`config.mk`:
```
export PLATFORM = sky130hd
export DESIGN_NAME = alu_seq
export DESIGN_NICKNAME = d
export VERILOG_FILES = /design/src/rtl/alu_pkg.sv /design/src/rtl/alu_mul_seq.sv /design/src/rtl/alu_seq.sv
export SDC_FILE = /design/constraint.sdc
export NUM_CORES = 1
export LEC_CHECK = 0
export ABC_AREA = 1
export ABC_CLOCK_PERIOD_IN_PS = 5500
export CORE_ASPECT_RATIO = 1.5
export CORE_MARGIN = 2
export CORE_UTILIZATION = 38
export CTS_BUF_LIST = sky130_fd_sc_hd__clkbuf_4
export CTS_CLUSTER_DIAMETER = 100
export DETAILED_ROUTE_END_ITERATION = 7
export SLEW_MARGIN = 20
export SYNTH_ARGS = -nofsm -noshare
export SYNTH_HDL_FRONTEND = slang
export SYNTH_SLANG_ARGS = --single-unit
```
`constraint.sdc`:
```
create_clock -name clk -period 5.5 [get_ports clk]
set_clock_uncertainty 0.2 [all_clocks]
set_input_delay 0.825 -clock clk [delete_from_list [all_inputs] [get_ports clk]]
set_output_delay 0.825 -clock clk [all_outputs]
set_load 0.03 [all_outputs]
```
`src/rtl/alu_pkg.sv`:
```
// Shared opcode and FSM-state definitions for the sequential ALU and its testbench.
package alu_pkg;

    localparam logic [2:0] OP_ADD = 3'b000;
    localparam logic [2:0] OP_SUB = 3'b001;
    localparam logic [2:0] OP_AND = 3'b010;
    localparam logic [2:0] OP_OR  = 3'b011;
    localparam logic [2:0] OP_XOR = 3'b100;
    localparam logic [2:0] OP_SHL = 3'b101;
    localparam logic [2:0] OP_SHR = 3'b110;
    localparam logic [2:0] OP_MUL = 3'b111;

    typedef enum logic {
        ST_IDLE = 1'b0,
        ST_MUL  = 1'b1
    } state_t;

endpackage

```
`src/rtl/alu_mul_seq.sv`:
```
// Unsigned shift-add multiplier: one iteration per clock, WIDTH iterations after start.
// done and product are combinational so the caller can register the result on the final edge.
module alu_mul_seq #(
    parameter int WIDTH = 4
) (
    input  logic                 clk,
    input  logic                 rst_n,
    input  logic                 start,
    input  logic [WIDTH-1:0]     a,
    input  logic [WIDTH-1:0]     b,
    output logic                 done,
    output logic [2*WIDTH-1:0]   product
);

    localparam int CW = $clog2(WIDTH + 1);
    localparam logic [CW-1:0] ITERS = CW'(WIDTH);

    logic [CW-1:0]      cnt_q, cnt_d;
    logic [2*WIDTH-1:0] acc_q, acc_d;
    logic [WIDTH-1:0]   mcand_q, mcand_d;
    logic [WIDTH:0]     sum;

    // NOTE: every variable driven here gets a default first, so no path can infer a latch.
    always_comb begin
        // Upper half accumulates, lower half holds the not-yet-consumed multiplier bits.
        sum     = {1'b0, acc_q[2*WIDTH-1:WIDTH]} + (acc_q[0] ? {1'b0, mcand_q} : '0);
        product = {sum, acc_q[WIDTH-1:1]};
        done    = (cnt_q == CW'(1));
        cnt_d   = cnt_q;
        acc_d   = acc_q;
        mcand_d = mcand_q;
        if (start) begin
            cnt_d   = ITERS;
            acc_d   = {{WIDTH{1'b0}}, b};
            mcand_d = a;
        end else if (cnt_q != '0) begin
            cnt_d = cnt_q - CW'(1);
            acc_d = product;
        end
    end

    // NOTE: sequential state uses non-blocking assignments so all registers update together.
    always_ff @(posedge clk or negedge rst_n) begin
        if (!rst_n) begin
            cnt_q   <= '0;
            acc_q   <= '0;
            mcand_q <= '0;
        end else begin
            cnt_q   <= cnt_d;
            acc_q   <= acc_d;
            mcand_q <= mcand_d;
        end
    end

endmodule

```
`src/rtl/alu_seq.sv`:
```
// Registered ALU with valid/ready handshakes on both sides and a multi-cycle multiply.
// Single-cycle ops have latency 1; MUL has latency WIDTH with in_ready low throughout.
module alu_seq
    import alu_pkg::*;
#(
    parameter int WIDTH = 4
) (
    input  logic             clk,
    input  logic             rst_n,
    input  logic [WIDTH-1:0] a,
    input  logic [WIDTH-1:0] b,
    input  logic [2:0]       sel,
    input  logic             in_valid,
    output logic             in_ready,
    output logic [WIDTH-1:0] y,
    output logic [WIDTH-1:0] yh,
    output logic             c,
    output logic             v,
    output logic             z,
    output logic             n,
    output logic             out_valid,
    input  logic             out_ready
);

    localparam int SHW = $clog2(WIDTH);
    localparam logic [WIDTH:0] WIDTH_V = (WIDTH + 1)'(WIDTH);

    state_t             state_q, state_d;
    logic               out_valid_q, out_valid_d;
    logic [WIDTH-1:0]   y_q, y_d, yh_q, yh_d;
    logic               c_q, c_d, v_q, v_d, z_q, z_d, n_q, n_d;

    logic               accept, mul_start, mul_done;
    logic [2*WIDTH-1:0] mul_product;
    logic [WIDTH-1:0]   op_y;
    logic               op_c, op_v, shift_ok;
    logic [WIDTH:0]     add_ext, sub_ext, shl_ext, shr_ext;

    assign in_ready  = (state_q == ST_IDLE) && (!out_valid_q || out_ready);
    assign accept    = in_valid && in_ready;
    assign mul_start = accept && (sel == OP_MUL);

    alu_mul_seq #(.WIDTH(WIDTH)) u_mul (
        .clk     (clk),
        .rst_n   (rst_n),
        .start   (mul_start),
        .a       (a),
        .b       (b),
        .done    (mul_done),
        .product (mul_product)
    );

    // Extra bit on each side catches carry/borrow and the last bit shifted out.
    always_comb begin
        add_ext  = {1'b0, a} + {1'b0, b};
        sub_ext  = {1'b0, a} - {1'b0, b};
        shl_ext  = {1'b0, a} << b[SHW-1:0];
        shr_ext  = {a, 1'b0} >> b[SHW-1:0];
        shift_ok = ({1'b0, b} < WIDTH_V);
        op_y     = '0;
        op_c     = 1'b0;
        op_v     = 1'b0;
        case (sel)
            OP_ADD: begin
                {op_c, op_y} = add_ext;
                op_v = (a[WIDTH-1] == b[WIDTH-1]) && (add_ext[WIDTH-1] != a[WIDTH-1]);
            end
            OP_SUB: begin
                {op_c, op_y} = sub_ext;
                op_v = (a[WIDTH-1] != b[WIDTH-1]) && (sub_ext[WIDTH-1] != a[WIDTH-1]);
            end
            OP_AND: op_y = a & b;
            OP_OR:  op_y = a | b;
            OP_XOR: op_y = a ^ b;
            OP_SHL: if (shift_ok) {op_c, op_y} = shl_ext;
            OP_SHR: if (shift_ok) {op_y, op_c} = shr_ext;
            default: ;
        endcase
    end

    always_comb begin
        state_d     = state_q;
        out_valid_d = out_valid_q;
        y_d         = y_q;
        yh_d        = yh_q;
        c_d         = c_q;
        v_d         = v_q;
        z_d         = z_q;
        n_d         = n_q;
        if (out_valid_q && out_ready) out_valid_d = 1'b0;
        case (state_q)
            ST_IDLE: begin
                if (accept) begin
                    if (sel == OP_MUL) begin
                        state_d     = ST_MUL;
                        out_valid_d = 1'b0;
                    end else begin
                        out_valid_d = 1'b1;
                        y_d         = op_y;
                        yh_d        = '0;
                        c_d         = op_c;
                        v_d         = op_v;
                        z_d         = (op_y == '0);
                        n_d         = op_y[WIDTH-1];
                    end
                end
            end
            ST_MUL: begin
                if (mul_done) begin
                    state_d      = ST_IDLE;
                    out_valid_d  = 1'b1;
                    {yh_d, y_d}  = mul_product;
                    c_d          = |mul_product[2*WIDTH-1:WIDTH];
                    v_d          = 1'b0;
                    z_d          = (mul_product == '0);
                    n_d          = mul_product[WIDTH-1];
                end
            end
            default: state_d = ST_IDLE;
        endcase
    end

    always_ff @(posedge clk or negedge rst_n) begin
        if (!rst_n) begin
            state_q     <= ST_IDLE;
            out_valid_q <= 1'b0;
            y_q         <= '0;
            yh_q        <= '0;
            c_q         <= 1'b0;
            v_q         <= 1'b0;
            z_q         <= 1'b0;
            n_q         <= 1'b0;
        end else begin
            state_q     <= state_d;
            out_valid_q <= out_valid_d;
            y_q         <= y_d;
            yh_q        <= yh_d;
            c_q         <= c_d;
            v_q         <= v_d;
            z_q         <= z_d;
            n_q         <= n_d;
        end
    end

    assign out_valid = out_valid_q;
    assign y         = y_q;
    assign yh        = yh_q;
    assign c         = c_q;
    assign v         = v_q;
    assign z         = z_q;
    assign n         = n_q;

endmodule
```
Word-level counts from Yosys, hierarchy flattened
Cells that the tools add are included.
{"block": "op_classes", "n_lt_le_gt_ge": 1, "n_mux": 45, "n_eq_ne": 15, "n_reduce_logical": 15, "add_sub_neg": 4, "n_bitwise": 4, "shift": 2}
{"cell": "$mux W4", "count": 9}
{"cell": "$pmux W4 S7", "count": 1}
{"cell": "$mux W1", "count": 21}
{"cell": "$mux W8", "count": 2}
{"cell": "$pmux W4 S2", "count": 2}
{"cell": "$pmux W1 S2", "count": 7}
{"cell": "$eq A3 B3 Y1 const B", "count": 4}
{"cell": "$logic_not A8 Y1", "count": 1}
{"cell": "$eq A3 B1 Y1 const B", "count": 2}
{"cell": "$eq A3 B2 Y1 const B", "count": 2}
{"cell": "$logic_and A1 B1 Y1", "count": 6}
{"cell": "$mux W3", "count": 2}
{"cell": "$add A4 B4 Y5", "count": 1}
{"cell": "$add A4 B5 Y5", "count": 1}
{"cell": "$shl A4 B2 Y5", "count": 1}
{"cell": "$shr A5 B2 Y5", "count": 1}
{"cell": "$sub A4 B4 Y5", "count": 1}
{"cell": "$and A4 B4 Y4", "count": 1}
{"cell": "$logic_not A4 Y1", "count": 1}
{"cell": "$lt A4 B3 Y1 const B", "count": 1}
{"cell": "$ne A2 B2 Y1 const B", "count": 2}
{"cell": "$or A4 B4 Y4", "count": 1}
{"cell": "$pmux W1 S4", "count": 1}
{"cell": "$reduce_or A4 Y1", "count": 1}
{"cell": "other kinds (12)", "count": 14}
{"block": "word_totals", "wordCells": 97, "reg_bits": 29}

Logic depth before layout (Yosys ltp)
Gate-level depths: netlist of run 1.
{"block": "depth", "word_depth": 7, "mapped_depth": 14}

By module
Synthesis of run 1 repeated with hierarchy kept, for this count alone.
{"block": "unflattened", "cells_unflattened": 327, "hier_area_um2": 2283.4}
{"mod": "alu_seq", "seq_area_each_um2": 325.3, "area_per_inst_um2": 1376.3, "n_inst": 1, "cells_per_inst": 217}
{"mod": "alu_mul_seq", "seq_area_each_um2": 375.4, "area_per_inst_um2": 907.1, "n_inst": 1, "cells_per_inst": 110}

Least setup slack after synthesis of run 1
No wires, ideal clock.
{"block": "synth_path", "kind": "input port to flip-flop", "from": "in b[1]", "to": "reg z_q, in the netlist z", "t_required_ns": 5.223, "arrival_time_ns": 2.220, "path_stages": 10, "slack_ns": 3.003, "setup_time_ns": 0.077, "path_cell_list": "buf_2 -> inv_1 -> fa_1 -> nand3b_1 -> nand3_1 -> nor2_1 -> nand2_1 -> nor2_1 -> nand3_1 -> a21oi_1"}
{"block": "synth_via", "elab_chain_len": 7, "elab_cells_between_ends": 15}
{"element": "start, declared", "line_no": "alu_seq.sv:11", "source": "input logic [WIDTH-1:0] b,"}
{"element": "$lt A4 B3 Y1 (tied with other cells)", "line_no": "alu_seq.sv:59", "source": "shift_ok = ({1'b0, b} < WIDTH_V);"}
{"element": "$mux W4 (on tied branches)", "line_no": "alu_seq.sv:76, alu_seq.sv:75"}
{"element": "$pmux W4 S7 *", "line_no": "alu_seq.sv:63", "source": "case (sel)"}
{"element": "$logic_not A4 Y1 *", "line_no": "alu_seq.sv:103", "source": "z_d = (op_y == '0);"}
{"element": "$mux W1 *", "line_no": "alu_seq.sv:94", "source": "if (sel == OP_MUL) begin"}
{"element": "$mux W1 *", "line_no": "alu_seq.sv:93", "source": "if (accept) begin"}
{"element": "$pmux W1 S2 *", "line_no": "alu_seq.sv:91", "source": "case (state_q)"}
{"element": "end signal, assigned", "line_no": "alu_seq.sv:140", "source": "z_q <= z_d;"}
{"element": "end, declared", "line_no": "alu_seq.sv:31", "source": "logic c_q, c_d, v_q, v_d, z_q, z_d, n_q, n_d;"}
Mark *: on every way between the ends. The rest lies on a longest branch, timed or not. The select of a mux whose other input is x is not followed.
A chain may end at the register's enable or synchronous reset.

Worst setup path in the final report of run 1
{"block": "layout_path", "from": "in out_ready", "to": "out in_ready"}
{"block": "layout_via", "elab_chain_len": 2}
{"element": "start, declared", "line_no": "alu_seq.sv:22", "source": "input logic out_ready"}
{"element": "$logic_or A1 B1 Y1", "line_no": "alu_seq.sv:39", "source": "assign in_ready = (state_q == ST_IDLE) && (!out_valid_q || out_ready);"}
{"element": "$logic_and A1 B1 Y1", "line_no": "alu_seq.sv:39"}
{"element": "end, declared", "line_no": "alu_seq.sv:14", "source": "output logic in_ready,"}
Every way passes these cells.

==> impl_metrics.toml, run 1 <==
[outcome]
status = "complete, no violations"

[drt]
ant_nets = 0
vias_per_cell = 5.12
drt_drc_violations_left = 0
routed_wl_um = 5610
firstDrtPassIters = 4
drtIter0Drc = 107
num_vias = 2121
avgRoutedWirePerCell_um = 13.5

[global_routing]
gr-usage-all-layers = 0.189
grt_pass1_vias = 2154
grt_pass1_wl_um = 9870
grt_overflow = 0
grt_max_degree = 29
antenna_found_initial = 0

[worst_setup_path]
path_max_fanout = 2
required_ns = 4.47
path_common_cell = "clkdlybuf4s50_1"
path_class = "input pin to primary output"
critPathTopFamily = "buffers and inverters"
reg2reg_from = "u_mul.acc_q[0]$_DFFE_PN0P_"
reg2regPathDepth = 12
end_kind = "primary output"
critPathMaxStageDelay_ns = 0.69
cp.arrival_ns = 2.17
rrSetupSlack_ns = 3.17
path_buf_inv = 3
start_kind = "input pin"
r2r_end = "z$_DFFE_PN0P_"
crit_slowest_cell = "clkdlybuf4s50_1"
crit_path_cell_trace = "clkdlybuf4s50_1 -> inv_1 -> a21oi_2 -> clkdlybuf4s50_1"

[synth]
synthArstFlopShare = 1.00
synth_cells = 316
yosysWarnings = 0
synth_nets = 354
synth_seq_cells = 28
synthFlopType = "dfrtp_1"
ys_seq_area_frac = 0.308
yosysUniqueCellTypes = 36
synth_edf_count = 0
syn_area_um2 = 2270
avgSynthCellArea_um2 = 7.19

[placement]
place_area_um2 = 2590
portBuffers = 28
dp_hpwl_um = 4610
gp_congestion = 0.909

[timing]
relSlewSlack = 0.661
rsz0062_at_grt = "no"
tns_ns = 0
timing.fmax_ghz = 0.313
worst_pin_slew_ns = 0.504
setup_violations = 0
min_period_ns = 3.20
drv_slew = 0
final.period_utilization = 0.581
final_hold_viol_count = 0

[clock_network]
cts_resized = 0
htree_levels = 1
cts.sinks = 28
cts_buffer_depth = 2
cts_tree = "yes"
insertion_delay_ns = 0.32
hold_buffers = 0
cts_root_buf = "clkbuf_4"
post_cts_buffers = 0
clk_pin_slew_ns = 0.15
cts_made_buffers = 3

[final_layout]
antenna_cells = 0
layout_common_cells = "nand2_1, inv_1, nand3_1, dfrtp_1, clkdlybuf4s50_1"
layout_commonest_cell = "nand2_1"
design_area_um2 = 2620
layout-drive-gt1-share = 0.0702
area_delta_synth_final_pct = 15.2
postLayoutCoreUtil = 0.453
layout.nets = 381

[flow_run]
max_cap_violations = 0

[min_path]
hold_start = "yh[0]$_DFFE_PN0P_"
hp-class = "flip-flop to flip-flop"
whs_endpoint = "yh[0]$_DFFE_PN0P_"
whs_path_depth = 2

[floorplan]
start_util = 0.393
core-area_um2 = 5790
die_y_um = 98.7
rows = 34
die_w_um = 67.2
io_pins = 29
die_area_um2 = 6630

[power_and_ir_drop]
intPower_w = 0.000550
clkPwrFrac = 0.083
peakVddDrop_uv = 109
p_switching_w = 0.000492
powerDensity_nw_per_um2 = 398
swShare = 0.472
comb_power_share = 0.573
leakage_nw = 1.34
seq_power_share = 0.343
total_power_w = 0.00104
routing by layer:
layer | GRT usage | routed length, um | vias up
met5 | 0 | 0 | -
li1 | - | - | 1067
met4 | 0.0895 | 221 | 0
met2 | 0.349 | 2960 | 45
met1 | 0.216 | 2310 | 994
met3 | 0.00571 | 112 | 15
power groups by stage:
stage	Combinational (W)	Sequential [W]	Clock, W
3_3_place_gp	0.000595	0.000362	0
5_1_grt	0.000677	0.000371	0.0000970
4_1_cts	0.000605	0.000358	0.0000902
2_1_floorplan	0.000363	0.000412	0
6_report	0.000597	0.000357	0.0000869
3_5_place_dp	0.000603	0.000362	0
metrics by stage:
| step | std cells | setup WS, ns | hold slack (ns) |
|---|---|---|---|
| floorplan | 316 | 3.00 | 0.259 |
| global placement | 410 | 2.16 | 0.267 |
| detailed placement | 410 | 2.14 | 0.279 |
| CTS | 414 | 2.29 | 0.316 |
| global route | 414 | 2.21 | 0.333 |
| finish | 414 | 2.30 | 0.308 |
cell type report:
class | instances | area [um^2]
sequential | 28 | 701
multi-input combinational | 233 | 1330
timing repair buffer | 29 | 288
inverter | 48 | 185
tap | 72 | 90.1
clock buffer | 3 | 22.5
clock inverter | 1 | 3.75
fill | 649 | 3170
worst register-to-register path, delay by kind of cell (launching register included):
| family | cells | cell delay, ns |
|---|---|---|
| AO/OA/AOI/OAI | 1 | 0.13 |
| XOR/XNOR | 1 | 0.31 |
| adder cells (fa/ha/maj) | 2 | 0.55 |
| buffers and inverters | 3 | 0.14 |
| flip-flops | 1 | 0.44 |
| AND/OR/NAND/NOR | 5 | 0.49 |
Yosys cell counts (all sizes together), types with 3 or more instances:
cell   number  area share
a21oi      15       0.035
buf         7       0.025
dfrtp      28        0.31
fa          3       0.026
ha         20        0.11
inv        47       0.078
nand2      90        0.15
nand3      29       0.066
nand4       4       0.011
nor2       31       0.070
nor3        3      0.0066
o21ai      20       0.044
o22ai       4       0.011
state kept, by name, summed over array words and instances (netlist names):
register       count
yh                 4
u_mul.acc_q        8
state_q            1
u_mul.cnt_q        3
y                  4
z                  1
u_mul.mcand_q      4
v                  1
c                  1
out_valid          1
cells by family after synthesis:
kind of cell	share of synthesized area
adders and majority gates	0.136
and+or+nand+nor	0.312
AOI/OAI and AO/OA	0.121
buffers and inverters	0.107
DFF	0.308
xor gates and xnor gates	0.0154
worst max-delay path by stage:
stage | startpoint | to | slack, ns | cells past startpoint
5_1_grt | b[0] | z$_DFFE_PN0P_ | 2.21 | 11
3_3_place_gp | b[0] | z$_DFFE_PN0P_ | 2.16 | 11
3_5_place_dp | b[0] | z$_DFFE_PN0P_ | 2.14 | 11
6_report | out_ready | in_ready | 2.30 | 4
4_1_cts | out_ready | in_ready | 2.29 | 4
2_1_floorplan | b[1] | z$_DFFE_PN0P_ | 3.00 | 10
(Power assumes the default switching activity.)
==> run 2: changes to the inputs <==
--- a/config.mk
+++ b/config.mk
@@ -6,7 +6,7 @@
 export NUM_CORES = 1
 export LEC_CHECK = 0
 export ABC_AREA = 1
-export ABC_CLOCK_PERIOD_IN_PS = 5500
+export ABC_CLOCK_PERIOD_IN_PS = 2600
 export CORE_ASPECT_RATIO = 1.5
 export CORE_MARGIN = 2
 export CORE_UTILIZATION = 38
==> constraint.sdc (replaced) <==
create_clock -name clk -period 2.6 [get_ports clk]
set_clock_uncertainty 0.2 [all_clocks]
set_input_delay 0.39 -clock clk [delete_from_list [all_inputs] [get_ports clk]]
set_output_delay 0.39 -clock clk [all_outputs]
set_load 0.03 [all_outputs]
==> impl_metrics.toml, run 2 (synthesized netlist as in run 1, its figures left out) <==
[drt]
routed_wl_um = 5830
drt_drc_violations_left = 0
firstDrtPassIters = 4
drtIter0Drc = 117
vias_per_cell = 4.95
num_vias = 2153
ant_nets = 0
avgRoutedWirePerCell_um = 13.4

[timing]
min_period_ns = 2.33
worst_pin_slew_ns = 0.365
final_hold_viol_count = 0
setup_violations = 0
rsz0062_at_grt = "no"
drv_slew = 0
final.period_utilization = 0.896
tns_ns = 0
relSlewSlack = 0.756
timing.fmax_ghz = 0.429

[global_routing]
gr-usage-all-layers = 0.196
grt_max_degree = 29
antenna_found_initial = 0
grt_pass1_wl_um = 10100
grt_overflow = 0
grt_pass1_vias = 2216

[worst_setup_path]
start_kind = "input pin"
path_class = "input pin to primary output"
path_max_fanout = 2
required_ns = 2.01
end_kind = "primary output"
cp.arrival_ns = 1.74

[floorplan]
die_area_um2 = 6630
core-area_um2 = 5790
start_util = 0.393
die_y_um = 98.7
die_w_um = 67.2
io_pins = 29
rows = 34

[final_layout]
layout_common_cells = "nand2_1, inv_1, nand3_1, dfrtp_1, clkdlybuf4s50_1"
layout-drive-gt1-share = 0.127
layout_commonest_cell = "nand2_1"
layout.nets = 402
largest_reg_flops = 8
regMostFlops = "u_mul.acc_q"
antenna_cells = 0
area_delta_synth_final_pct = 23.3

[clock_network]
cts_root_buf = "clkbuf_4"
insertion_delay_ns = 0.35
post_cts_buffers = 0
clk_pin_slew_ns = 0.16
cts_tree = "yes"
htree_levels = 1
cts.sinks = 28
cts_buffer_depth = 2
cts_made_buffers = 3
cts_resized = 0
hold_buffers = 0

[flow_run]
max_cap_violations = 0

[power_and_ir_drop]
leakage_nw = 1.45
p_switching_w = 0.00108
clkPwrFrac = 0.124
powerDensity_nw_per_um2 = 857
seq_power_share = 0.314
swShare = 0.449
peakVddDrop_uv = 263
comb_power_share = 0.561
total_power_w = 0.00240
intPower_w = 0.00132

[min_path]
hp-class = "input pin to async pin"

[placement]
portBuffers = 28
dp_hpwl_um = 4840
gp_congestion = 0.896

[outcome]
status = "complete, no violations"
==> run 2: changes by cell type in the layout (fill, tap and decap cells not counted) <==
cell | before | now
clkinv_1 | 1 | 0
bufinv_16 | 0 | 1
buf_4 | 1 | 22
==> run 2: layout make-up <==
type	instances	area, um^2
clock buffers	3	22.5
multi-input cells	233	1330
inverters	48	185
clock inverters	1	30.0
repair buffers	50	445
well taps	72	90.1
fillers	634	2980
flip-flops and latches	28	701
==> run 2: metal layers <==
metal,wire [um],global-route usage,part of all wire,vias up
li1,-,-,-,1112
met1,2350,0.230,0.40,985
met2,3110,0.353,0.53,41
met3,110,0.00799,0.019,15
met4,261,0.0973,0.045,0
met5,0,0,0,-
==> run 2: worst max-delay path, cell delays in order <==
cell and delay [ns]:
clkdlybuf4s50_1 0.45, inv_1 0.05, a21oi_2 0.15, clkdlybuf4s50_1 0.69
==> run 2: path summary, 6_finish.rpt <==
kind | start | endpoint | slack, ns | cells after the start
max | out_ready | in_ready | 0.27 | 4
min | rst_n | u_mul.acc_q[6]$_DFFE_PN0P_ | 0.20 | 2
max reg2reg | u_mul.acc_q[0]$_DFFE_PN0P_ | z$_DFFE_PN0P_ | 0.33 | 12
min reg2reg | yh[0]$_DFFE_PN0P_ | yh[0]$_DFFE_PN0P_ | 0.30 | 2
max in group asynchronous | rst_n | u_mul.acc_q[7]$_DFFE_PN0P_ | 1.74 | 2
min in group clk | yh[0]$_DFFE_PN0P_ | yh[0]$_DFFE_PN0P_ | 0.30 | 2
==> run 2: stage by stage <==
step | utilization | setup slack, ns | hold WS, ns | area [um^2] | cells
floorplan | - | 0.538 | -0.106 | 2270 | 316
global placement | 0.476 | 0.0762 | 0.269 | 2750 | 431
detailed placement | 0.476 | -0.0239 | 0.273 | 2750 | 431
CTS | 0.485 | 0.248 | 0.219 | 2800 | 435
global route | 0.485 | 0.159 | 0.241 | 2800 | 435
finish | 0.485 | 0.270 | 0.196 | 2800 | 435
==> run 2: power by group through the flow <==
| stage | registers [W] | logic (W) | clock network, W |
|---|---|---|---|
| finish | 0.000756 | 0.00135 | 0.000299 |
| global placement | 0.000763 | 0.00134 | 0 |
| global route | 0.000780 | 0.00150 | 0.000313 |
| floorplan | 0.000871 | 0.000769 | 0 |
| detailed placement | 0.000766 | 0.00136 | 0 |
| CTS | 0.000757 | 0.00136 | 0.000300 |
==> run 3: changes to the inputs <==
--- a/config.mk
+++ b/config.mk
@@ -11,7 +11,7 @@
 export CORE_MARGIN = 2
 export CORE_UTILIZATION = 38
 export CTS_BUF_LIST = sky130_fd_sc_hd__clkbuf_4
-export CTS_CLUSTER_DIAMETER = 100
+export CTS_CLUSTER_DIAMETER = 60
 export DETAILED_ROUTE_END_ITERATION = 7
 export SLEW_MARGIN = 20
 export SYNTH_ARGS = -nofsm -noshare
==> results of run 3 <==
No change in the layout: final DEF, timing and power equal those of run 2.
